`src/rtl/uart_fifo_pkg.sv`:
```
// uart_fifo_pkg: shared sizes and types for the UART 16550 data FIFO.
//   FIFO_WIDTH / FIFO_DEPTH / FIFO_AW : default word width, entry count, pointer width
//   fifo_data_t : one FIFO word
//   fifo_cnt_t  : fill count (one bit wider than a pointer so 16 is representable)
package uart_fifo_pkg;
  localparam int FIFO_WIDTH = 8;
  localparam int FIFO_DEPTH = 16;
  localparam int FIFO_AW    = 4;

  typedef logic [FIFO_WIDTH-1:0] fifo_data_t;
  typedef logic [FIFO_AW:0]      fifo_cnt_t;
endpackage

```
`src/rtl/uart_fifo_mem.sv`:
```
// uart_fifo_mem: DEPTH x WIDTH register array, one synchronous write port and
// one asynchronous (combinational) read port. Contents are not reset.
//   clk   : write clock (rising edge)
//   we    : write enable
//   waddr : write address
//   wdata : write data
//   raddr : read address
//   rdata : read data, combinational from raddr
module uart_fifo_mem
  import uart_fifo_pkg::*;
#(
  parameter int WIDTH = FIFO_WIDTH,
  parameter int DEPTH = FIFO_DEPTH,
  parameter int AW    = $clog2(DEPTH)
) (
  input  logic             clk,
  input  logic             we,
  input  logic [AW-1:0]    waddr,
  input  logic [WIDTH-1:0] wdata,
  input  logic [AW-1:0]    raddr,
  output logic [WIDTH-1:0] rdata
);

  logic [DEPTH-1:0][WIDTH-1:0] mem_q;

  always_ff @(posedge clk) begin
    if (we) mem_q[waddr] <= wdata;
  end

  assign rdata = mem_q[raddr];

endmodule

```
`src/rtl/uart_fifo.sv`:
```
// uart_fifo: 16 x 8 show-ahead FIFO for the UART 16550 TX/RX paths.
// Build option: define FIFO_STICKY_ERR_EN to make overrun/underrun sticky
// until reset; otherwise they are one-cycle pulses.
//   clk          : rising-edge clock
//   rst          : asynchronous active-low reset
//   en           : global enable; 0 ignores push/pop and freezes state
//   push_in/din  : write request / data
//   pop_in       : read request
//   dout         : head entry (0 when empty)
//   empty / full : decoded from the fill count
//   overrun      : push rejected because full (registered)
//   underrun     : pop attempted while empty (registered)
//   threshold    : fill-level trigger, 0 disables
//   thre_trigger : count >= threshold (threshold != 0)
module uart_fifo
  import uart_fifo_pkg::*;
#(
  parameter  int WIDTH = FIFO_WIDTH,
  parameter  int DEPTH = FIFO_DEPTH,
  localparam int AW    = $clog2(DEPTH)
) (
  input  logic             clk,
  input  logic             rst,
  input  logic             en,
  input  logic             push_in,
  input  logic             pop_in,
  input  logic [WIDTH-1:0] din,
  output logic [WIDTH-1:0] dout,
  output logic             empty,
  output logic             full,
  output logic             overrun,
  output logic             underrun,
  input  logic [AW-1:0]    threshold,
  output logic             thre_trigger
);

  logic [AW-1:0]    wr_ptr_q, wr_ptr_d;
  logic [AW-1:0]    rd_ptr_q, rd_ptr_d;
  logic [AW:0]      count_q, count_d;
  logic             overrun_q, overrun_d;
  logic             underrun_q, underrun_d;
  logic             push_ok, pop_ok;
  logic             ovr_hit, udr_hit;
  logic [WIDTH-1:0] mem_rdata;

  assign empty = (count_q == '0);
  assign full  = (count_q == (AW+1)'(DEPTH));

  // When full, a simultaneous pop frees the slot the push lands in.
  assign push_ok = en & push_in & (~full | pop_in);
  assign pop_ok  = en & pop_in & ~empty;
  assign ovr_hit = en & push_in & full & ~pop_in;
  assign udr_hit = en & pop_in & empty;

  always_comb begin
    wr_ptr_d = wr_ptr_q + AW'(push_ok);
    rd_ptr_d = rd_ptr_q + AW'(pop_ok);
    count_d  = count_q;
    if (push_ok && !pop_ok)      count_d = count_q + 1'b1;
    else if (pop_ok && !push_ok) count_d = count_q - 1'b1;
`ifdef FIFO_STICKY_ERR_EN
    overrun_d  = overrun_q | ovr_hit;
    underrun_d = underrun_q | udr_hit;
`else
    // en=0 makes both hits 0, so the pulses clear while disabled.
    overrun_d  = ovr_hit;
    underrun_d = udr_hit;
`endif
  end

  always_ff @(posedge clk or negedge rst) begin
    if (!rst) begin
      wr_ptr_q   <= '0;
      rd_ptr_q   <= '0;
      count_q    <= '0;
      overrun_q  <= 1'b0;
      underrun_q <= 1'b0;
    end else begin
      wr_ptr_q   <= wr_ptr_d;
      rd_ptr_q   <= rd_ptr_d;
      count_q    <= count_d;
      overrun_q  <= overrun_d;
      underrun_q <= underrun_d;
    end
  end

  uart_fifo_mem #(.WIDTH(WIDTH), .DEPTH(DEPTH), .AW(AW)) u_mem (
    .clk   (clk),
    .we    (push_ok),
    .waddr (wr_ptr_q),
    .wdata (din),
    .raddr (rd_ptr_q),
    .rdata (mem_rdata)
  );

  // Memory is not reset, so mask the stale head while empty.
  assign dout         = empty ? '0 : mem_rdata;
  assign overrun      = overrun_q;
  assign underrun     = underrun_q;
  assign thre_trigger = (threshold != '0) & (count_q >= {1'b0, threshold});

endmodule

```
`config.mk`:
```
export PLATFORM = sky130hd
export DESIGN_NAME = uart_fifo
export DESIGN_NICKNAME = d
export VERILOG_FILES = /design/src/rtl/uart_fifo_pkg.sv /design/src/rtl/uart_fifo_mem.sv /design/src/rtl/uart_fifo.sv
export SDC_FILE = /design/constraint.sdc
export NUM_CORES = 1
export LEC_CHECK = 0
export CAP_MARGIN = 20
export CORE_MARGIN = 5
export CORE_UTILIZATION = 30
export DETAILED_ROUTE_END_ITERATION = 10
export PLACE_DENSITY = 0.44
export SYNTH_ARGS = -nofsm -noshare
export SYNTH_HDL_FRONTEND = slang
export SYNTH_SLANG_ARGS = --single-unit
```
`constraint.sdc`:
```
create_clock -name clk -period 2.69 [get_ports clk]
set_clock_uncertainty 0.1 [all_clocks]
set_input_delay 0.269 -clock clk [delete_from_list [all_inputs] [get_ports clk]]
set_output_delay 0.269 -clock clk [all_outputs]
set_load 0.02 [all_outputs]
```
==> results of run 1 <==
per-stage QoR:
stage,hold slack [ps],setup TNS [ps],power [mW],instance area [um2],utilization
2_1_floorplan,-127,0,4.49,5980,-
3_3_place_gp,421,-95.6,5.50,6850,0.351
3_5_place_dp,435,-103,5.51,6850,0.351
4_1_cts,214,-166,7.81,7440,0.381
5_1_grt,243,-314,8.39,7520,0.385
6_report,187,0,7.98,7520,0.385
registers in the layout, indices dropped and copies added, names as in the netlist:
signal       count
underrun         1
u_mem.mem_q    128
wr_ptr_q         4
rd_ptr_q         4
overrun          1
count_q          5
per-layer routing:
| layer | part of all wire | up-vias | wire [um] |
|---|---|---|---|
| met5 | 0 | - | 0 |
| met4 | 0.012 | 0 | 150 |
| met3 | 0.034 | 12 | 442 |
| met2 | 0.49 | 44 | 6320 |
| met1 | 0.47 | 1615 | 6100 |
| li1 | - | 1418 | - |
cells by family after synthesis:
kind of cell / count (synthesis) / share of synthesized area
AO/OA/AOI/OAI: 27 / 0.0268
XOR/XNOR: 7 / 0.0103
adder cells (fa/ha/maj): 14 / 0.0306
buffers and inverters: 25 / 0.0281
flip-flops: 143 / 0.706
multiplexers: 49 / 0.160
AND/OR/NAND/NOR: 46 / 0.0381
cell usage after synthesis (all sizes together), types with 2 or more instances:
library cell | count | area (um2)
dfrtp | 15 | 375
xor2 | 3 | 26.3
clkbuf | 6 | 32.5
o2111ai | 2 | 17.5
nand3b | 2 | 15.0
inv | 10 | 37.5
buf | 9 | 97.6
mux2 | 8 | 90.1
o21ai | 11 | 58.8
nand3 | 6 | 30.0
or3 | 2 | 12.5
nand2 | 6 | 22.5
nand2b | 4 | 25.0
edfxtp | 128 | 3840
mux4 | 32 | 777
nor4 | 2 | 12.5
a21oi | 9 | 45.0
ha | 13 | 163
xnor2 | 4 | 35.0
mux2i | 9 | 90.1
nor2 | 13 | 48.8
nor3 | 7 | 35.0
what timing repair did:
item,CTS,global route
setup buffers,3,1
pin swaps,0,4
gates cloned,0,1
resized for setup,44,38
endpoints found under the setup margin,10,10
worst reg2reg max path: stages, from the launching register on:
cell and delay, ps:
dfrtp_1 420, nor4_2 350, nand2b_1 120, nand3_1 140, ha_1 180, inv_1 100
ha_1 300, nor2b_1 150, o21a_1 190, o2111ai_1 180, o311ai_0 140
cell type report:
class | instances | area [um2]
timing repair buffer | 78 | 717
fill | 1833 | 12000
inverter | 10 | 37.5
clock inverter | 14 | 156
tap | 265 | 332
clock buffer | 18 | 429
sequential | 143 | 4220
multi-input combinational | 143 | 1630
worst paths after layout:
path | end | start | cells after the start
worst max-delay path | dout[1] | rd_ptr_q[0]$_DFF_PN0_ | 7
worst min-delay path | count_q[1]$_DFFE_PN0P_ | rst | 1
worst max register to register | count_q[4]$_DFFE_PN0P_ | count_q[0]$_DFFE_PN0P_ | 10
worst min register to register | wr_ptr_q[0]$_DFF_PN0_ | wr_ptr_q[0]$_DFF_PN0_ | 1
max in group asynchronous | rd_ptr_q[0]$_DFF_PN0_ | rst | 1
min in group clk | overrun$_DFF_PN0_ | push_in | 3
power by group through the flow:
| stage | Clock, mW | Combinational (mW) | Sequential (mW) |
|---|---|---|---|
| floorplan | 0 | 1.73 | 2.76 |
| global placement | 0 | 2.65 | 2.85 |
| detailed placement | 0 | 2.65 | 2.86 |
| CTS | 2.37 | 2.62 | 2.82 |
| global route | 2.47 | 3.07 | 2.85 |
| finish | 2.32 | 2.82 | 2.83 |
==> results.md, run 1 <==
- Hold buffers post-CTS: 0
- M3 GR Usage: 0.0380
- Clk slew on worst S/H paths: about 60 ps
- Total gr overflow: 0
- Global-route wire length before repair: 19.6 mm
- Status: completed
- Share of cells above drive strength 1: 0.330
- Unrepaired setup endpoints after global routing: true
- Top_reg_cell synth: edfxtp_1
- IO buf count: 29
- Total number of vias: 3089
- Largest net degree at the start of global routing: 19
- Slew @ Worst Pin: 751 ps
- CTS max path bufs: 2
- Total die area: about 23000 um2
- Flop pwr share: 0.355
- Final ANT Viol Nets: 0
- Placed insts: 636
- Critical Path RT: between 2000 and 2500 ps
- Nets: approximately 420
- Setup Slack @ Placement: -85.7 ps
- Post-layout worst setup margin: roughly 36 ps
- First-pass DRT Iterations: 4
- GRT met1 Usage: 0.156
- Die H: about 150 um
- Antenna cells: 0
- Most common cell after layout, fill and taps aside: edfxtp_1
- Async set or reset register ratio after synthesis: 0.105
- WP buf/inv: 3
- Clock buffer count from CTS: 17
- Sequential area share after synthesis: 0.706
- 1st-iter DRT viols: 157
- Synthesized netlist cell count: between 300 and 400
- Number of global-route vias before repair: 3245
- Min-delay worst type: in -> async
- CP cell instances: buf_12 > buf_6 > mux4_2 > mux2_4 > o21ai_2 > a21oi_2 > buf_4
- Cell Pwr Density: between 1000 and 1500 nW/um2
- Minimum clock period: 2650 ps
- Largest delay share family, worst path: multiplexers
- Synth warn: 0
- Die width: around 150 um
- Rows: slightly above 50
- Yosys reg bits: roughly 140
- Comb pwr share: 0.354
- Met2 usage: 0.193
- Synth Cell Area: about 6000 um2
- Slew Limit Fails: 0
- Layout area overhead: 25.8%
- Leakage Power: approximately 2.7 nW
- Net Switching: around 2.5 mW
- Clock share of power: 0.291
- # DRC: 0
- Final Setup Violations: 0
- # IOs: 30
- Initial antenna violation count: 0
- Slowest CP cell: mux4_2
- Initial Util: 0.306
- Worst-Skew Late Latency: 420 ps
- Non-Filler Instances: 671
- FF-to-FF setup slack: approximately 190 ps
- Hpwl dp: a little under 9 mm
- EDFF count, synth: around 130
- Worst setup EP type: output pin
- Sw frac: 0.311
- Worst-path fanout max: 5
- Crit path arrival time: 2290 ps
- Max_slew headroom: 0.498
- Fmax: roughly 380 MHz
- Layer with the highest usage: met2
- Pint: roughly 5.5 mW
- Drt total wl: roughly 13 mm
- Synth Area per Inst: 19.2 um2
- CTS root buffer: clkbuf_16
- Drt wl/cell: around 19 um
- Net Count, Synth: ~340
- Period Utilization, post-route: 0.987
- Vias per Instance: 4.60
- Sink Count: 143
- TritonCTS clock tree: yes
- Cell variety after synth: 40
- CP max stage delay: 490 ps
- GRT Resource Usage Total: 0.120
- H-tree Lvls: 4
- Type of origin of the critical path: flip-flop
- Hold Violations, Final: 0
- Critical path class: reg -> out
- GPL Wtd Cong: between 0.7 and 0.8
- VDD IR max: ~660 uV
- Commonest cells after routing, fill and taps aside: edfxtp_1 (128), buf_4 (48), mux4_2 (27)
- Core footprint: approximately 20000 um2
- Max-Cap Viols: 0
(Power assumes the default switching activity.)
==> inputs of run 2 (changes only) <==
--- a/config.mk
+++ b/config.mk
@@ -15 +15,2 @@
 export SYNTH_SLANG_ARGS = --single-unit
+export TNS_END_PERCENT = 5
==> constraint.sdc (replaced) <==
create_clock -name clk -period 2.69 [get_ports clk]
set_clock_uncertainty 0.1 [all_clocks]
set_input_delay 0.538 -clock clk [delete_from_list [all_inputs] [get_ports clk]]
set_output_delay 0.538 -clock clk [all_outputs]
set_load 0.02 [all_outputs]
==> run 2 against run 1 <==
The run now ends with setup timing left. Sequential share of layout area shrank 1.1 points. First-iteration DRC count shrank 6.4%. Final cell count grew 2.8%. Hold slack gained 270 ps. Setup slack lost 190 ps. Final area grew 2.1%. Fmax shrank 6.7%. Register-to-register slack lost 140 ps. Die area is the same. Wire length grew 0.25%. Critical endpoint is now dout[2].
==> results.md, run 2 (synthesized netlist as in run 1, its figures left out) <==
- Status: finished, violations left
- Violated checks: setup timing
- Total gr overflow: 0 (unchanged)
- Number of global-route vias before repair: 3365 (+3.7%)
- Unrepaired setup endpoints after global routing: true
- Worst-path fanout max: 8 (+3)
- CTS root buffer: clkbuf_16
- Final ANT Viol Nets: 0 (unchanged)
- Crit path arrival time: 2210 ps (-80 ps)
- Nets: 443 (+4.5%)
- Layout area overhead: 28.5%
- Max reg flops: 128 (unchanged)
- VDD IR max: 464 uV (-30%)
- Top reg by flops: u_mem.mem_q
- Minimum clock period: 2840 ps (+189 ps)
- Max-Cap Viols: 0 (unchanged)
- Setup Slack @ Placement: -587 ps (-501 ps)
- Final Setup Violations: 9 (+9)
- 1st-iter DRT viols: 147 (-6.4%)
- Antenna cells: 0 (unchanged)
- Cell Pwr Density: 1060 nW/um2 (-0.42%)
- GRT Resource Usage Total: 0.123 (+0.00294)
- Slew Limit Fails: 0 (unchanged)
- Min-delay worst type: in -> async
- Share of cells above drive strength 1: 0.372 (+0.0417)
- Clk slew on worst S/H paths: 60 ps (about the same)
- Fmax: 352 MHz (-6.7%)
- Largest net degree at the start of global routing: 17 (-2)
- H-tree Lvls: 4 (unchanged)
- Largest regs: u_mem.mem_q x128, count_q x5
- Max_slew headroom: 0.527 (+0.0297)
- Core footprint: 19500 um2 (unchanged)
- Fill cell count: 1827 (-0.33%)
- Worst-Skew Late Latency: 410 ps (about the same)
- Total die area: 22800 um2 (unchanged)
- First-pass DRT Iterations: 4 (unchanged)
- Layout Utilization: 0.393 (+0.00801)
- Period Utilization, post-route: 1.06 (+0.0704)
- Final setup TNS: -985 ps (-985 ps)
- Rows: 51 (unchanged)
- Total number of vias: 3123 (+1.1%)
- Slew @ Worst Pin: 707 ps (-44.4 ps)
- Drt wl/cell: 18.9 um (-2.5%)
- Die H: 151 um (unchanged)
- Clock buffer count from CTS: 17 (unchanged)
- Overall power: 8.11 mW (+1.7%)
- # DRC: 0 (unchanged)
- Global-route wire length before repair: 20.1 mm (+2.5%)
- Worst setup EP type: output pin
- Hold buffers post-CTS: 0 (unchanged)
- # IOs: 30 (unchanged)
- Drt total wl: 13.0 mm (+0.25%)
- Die width: 151 um (unchanged)
- Critical Path RT: 2050 ps (-270 ps)
- Worst hold slack: 456 ps (+269 ps)
- Type of origin of the critical path: flip-flop
- IO buf count: 29 (unchanged)
- CTS max path bufs: 2 (unchanged)
- Commonest cells after routing, fill and taps aside: edfxtp_1 (128), buf_4 (64), mux4_2 (26)
- Critical path class: reg -> out
- Most common cell after layout, fill and taps aside: edfxtp_1
- TritonCTS clock tree: yes
- Hold Violations, Final: 0 (unchanged)
- Post-layout worst setup margin: -153 ps (-189 ps)
- Sink Count: 143 (unchanged)
- GPL Wtd Cong: 0.711 (-6.8%)
- Vias per Instance: 4.53 (-1.7%)
- Hpwl dp: 9.05 mm (+4.5%)
- Leakage Power: 2.76 nW (+3.1%)
- Initial antenna violation count: 0 (unchanged)
- Initial Util: 0.306 (unchanged)
[run 2: path summary, 6_finish.rpt]
| kind | start | endpoint | slack (ps) | cells past startpoint |
|---|---|---|---|---|
| max in group asynchronous | rst | rd_ptr_q[0]$_DFF_PN0_ | 1540 | 1 |
| min in group clk | wr_ptr_q[0]$_DFF_PN0_ | wr_ptr_q[0]$_DFF_PN0_ | 470 | 1 |
| worst max register to register | count_q[3]$_DFFE_PN0P_ | count_q[4]$_DFFE_PN0P_ | 50 | 11 |
| worst min-delay path | rst | wr_ptr_q[2]$_DFF_PN0_ | 460 | 1 |
| worst min register to register | wr_ptr_q[0]$_DFF_PN0_ | wr_ptr_q[0]$_DFF_PN0_ | 470 | 1 |
| worst max-delay path | rd_ptr_q[0]$_DFF_PN0_ | dout[2] | -150 | 7 |
[run 2: worst max-delay path: stages, from the launching register on]
cell,delay [ps]
dfrtp_2,400
buf_12,160
buf_12,110
mux4_2,480
mux2_4,290
o21ai_4,170
a21oi_2,50
buf_6,130
[run 2: metal layers]
metal | track usage | vias up | wire, um | part of all wire
met5 | 0 | - | 0 | 0
li1 | - | 1457 | - | -
met4 | 0.0367 | 0 | 109 | 0.0084
met2 | 0.204 | 64 | 6590 | 0.51
met1 | 0.159 | 1593 | 5730 | 0.44
met3 | 0.0320 | 9 | 613 | 0.047
[run 2: stage by stage]
stage	cells	cell area, um2
floorplan	311	5980
global placement	656	7010
detailed placement	656	7010
CTS	691	7650
global route	690	7680
finish	690	7680
[run 2: repair_timing]
action                                  in CTS  in global routing
setup buffers                                4                  0
endpoints found under the setup margin      12                 11
resized for setup                           84                 13
pin swaps                                    9                  4
hold endpoints to repair                     0                  0
gates cloned                                 0                  0
[run 2: area by class of cell]
cell class	count	area, um2	area share
inverter	10	37.5	0.00489
tap	265	332	0.0432
clock buffer	18	429	0.0559
sequential	143	4220	0.550
timing repair buffer	97	862	0.112
clock inverter	14	131	0.0171
multi-input combinational	143	1660	0.217
[run 2: power by group]
part	internal [mW]	switching, mW	leakage (nW)
clock	1.28	0.905	0.266
sequential	2.63	0.155	1.33
combinational	1.65	1.48	1.16
total	5.57	2.54	2.76
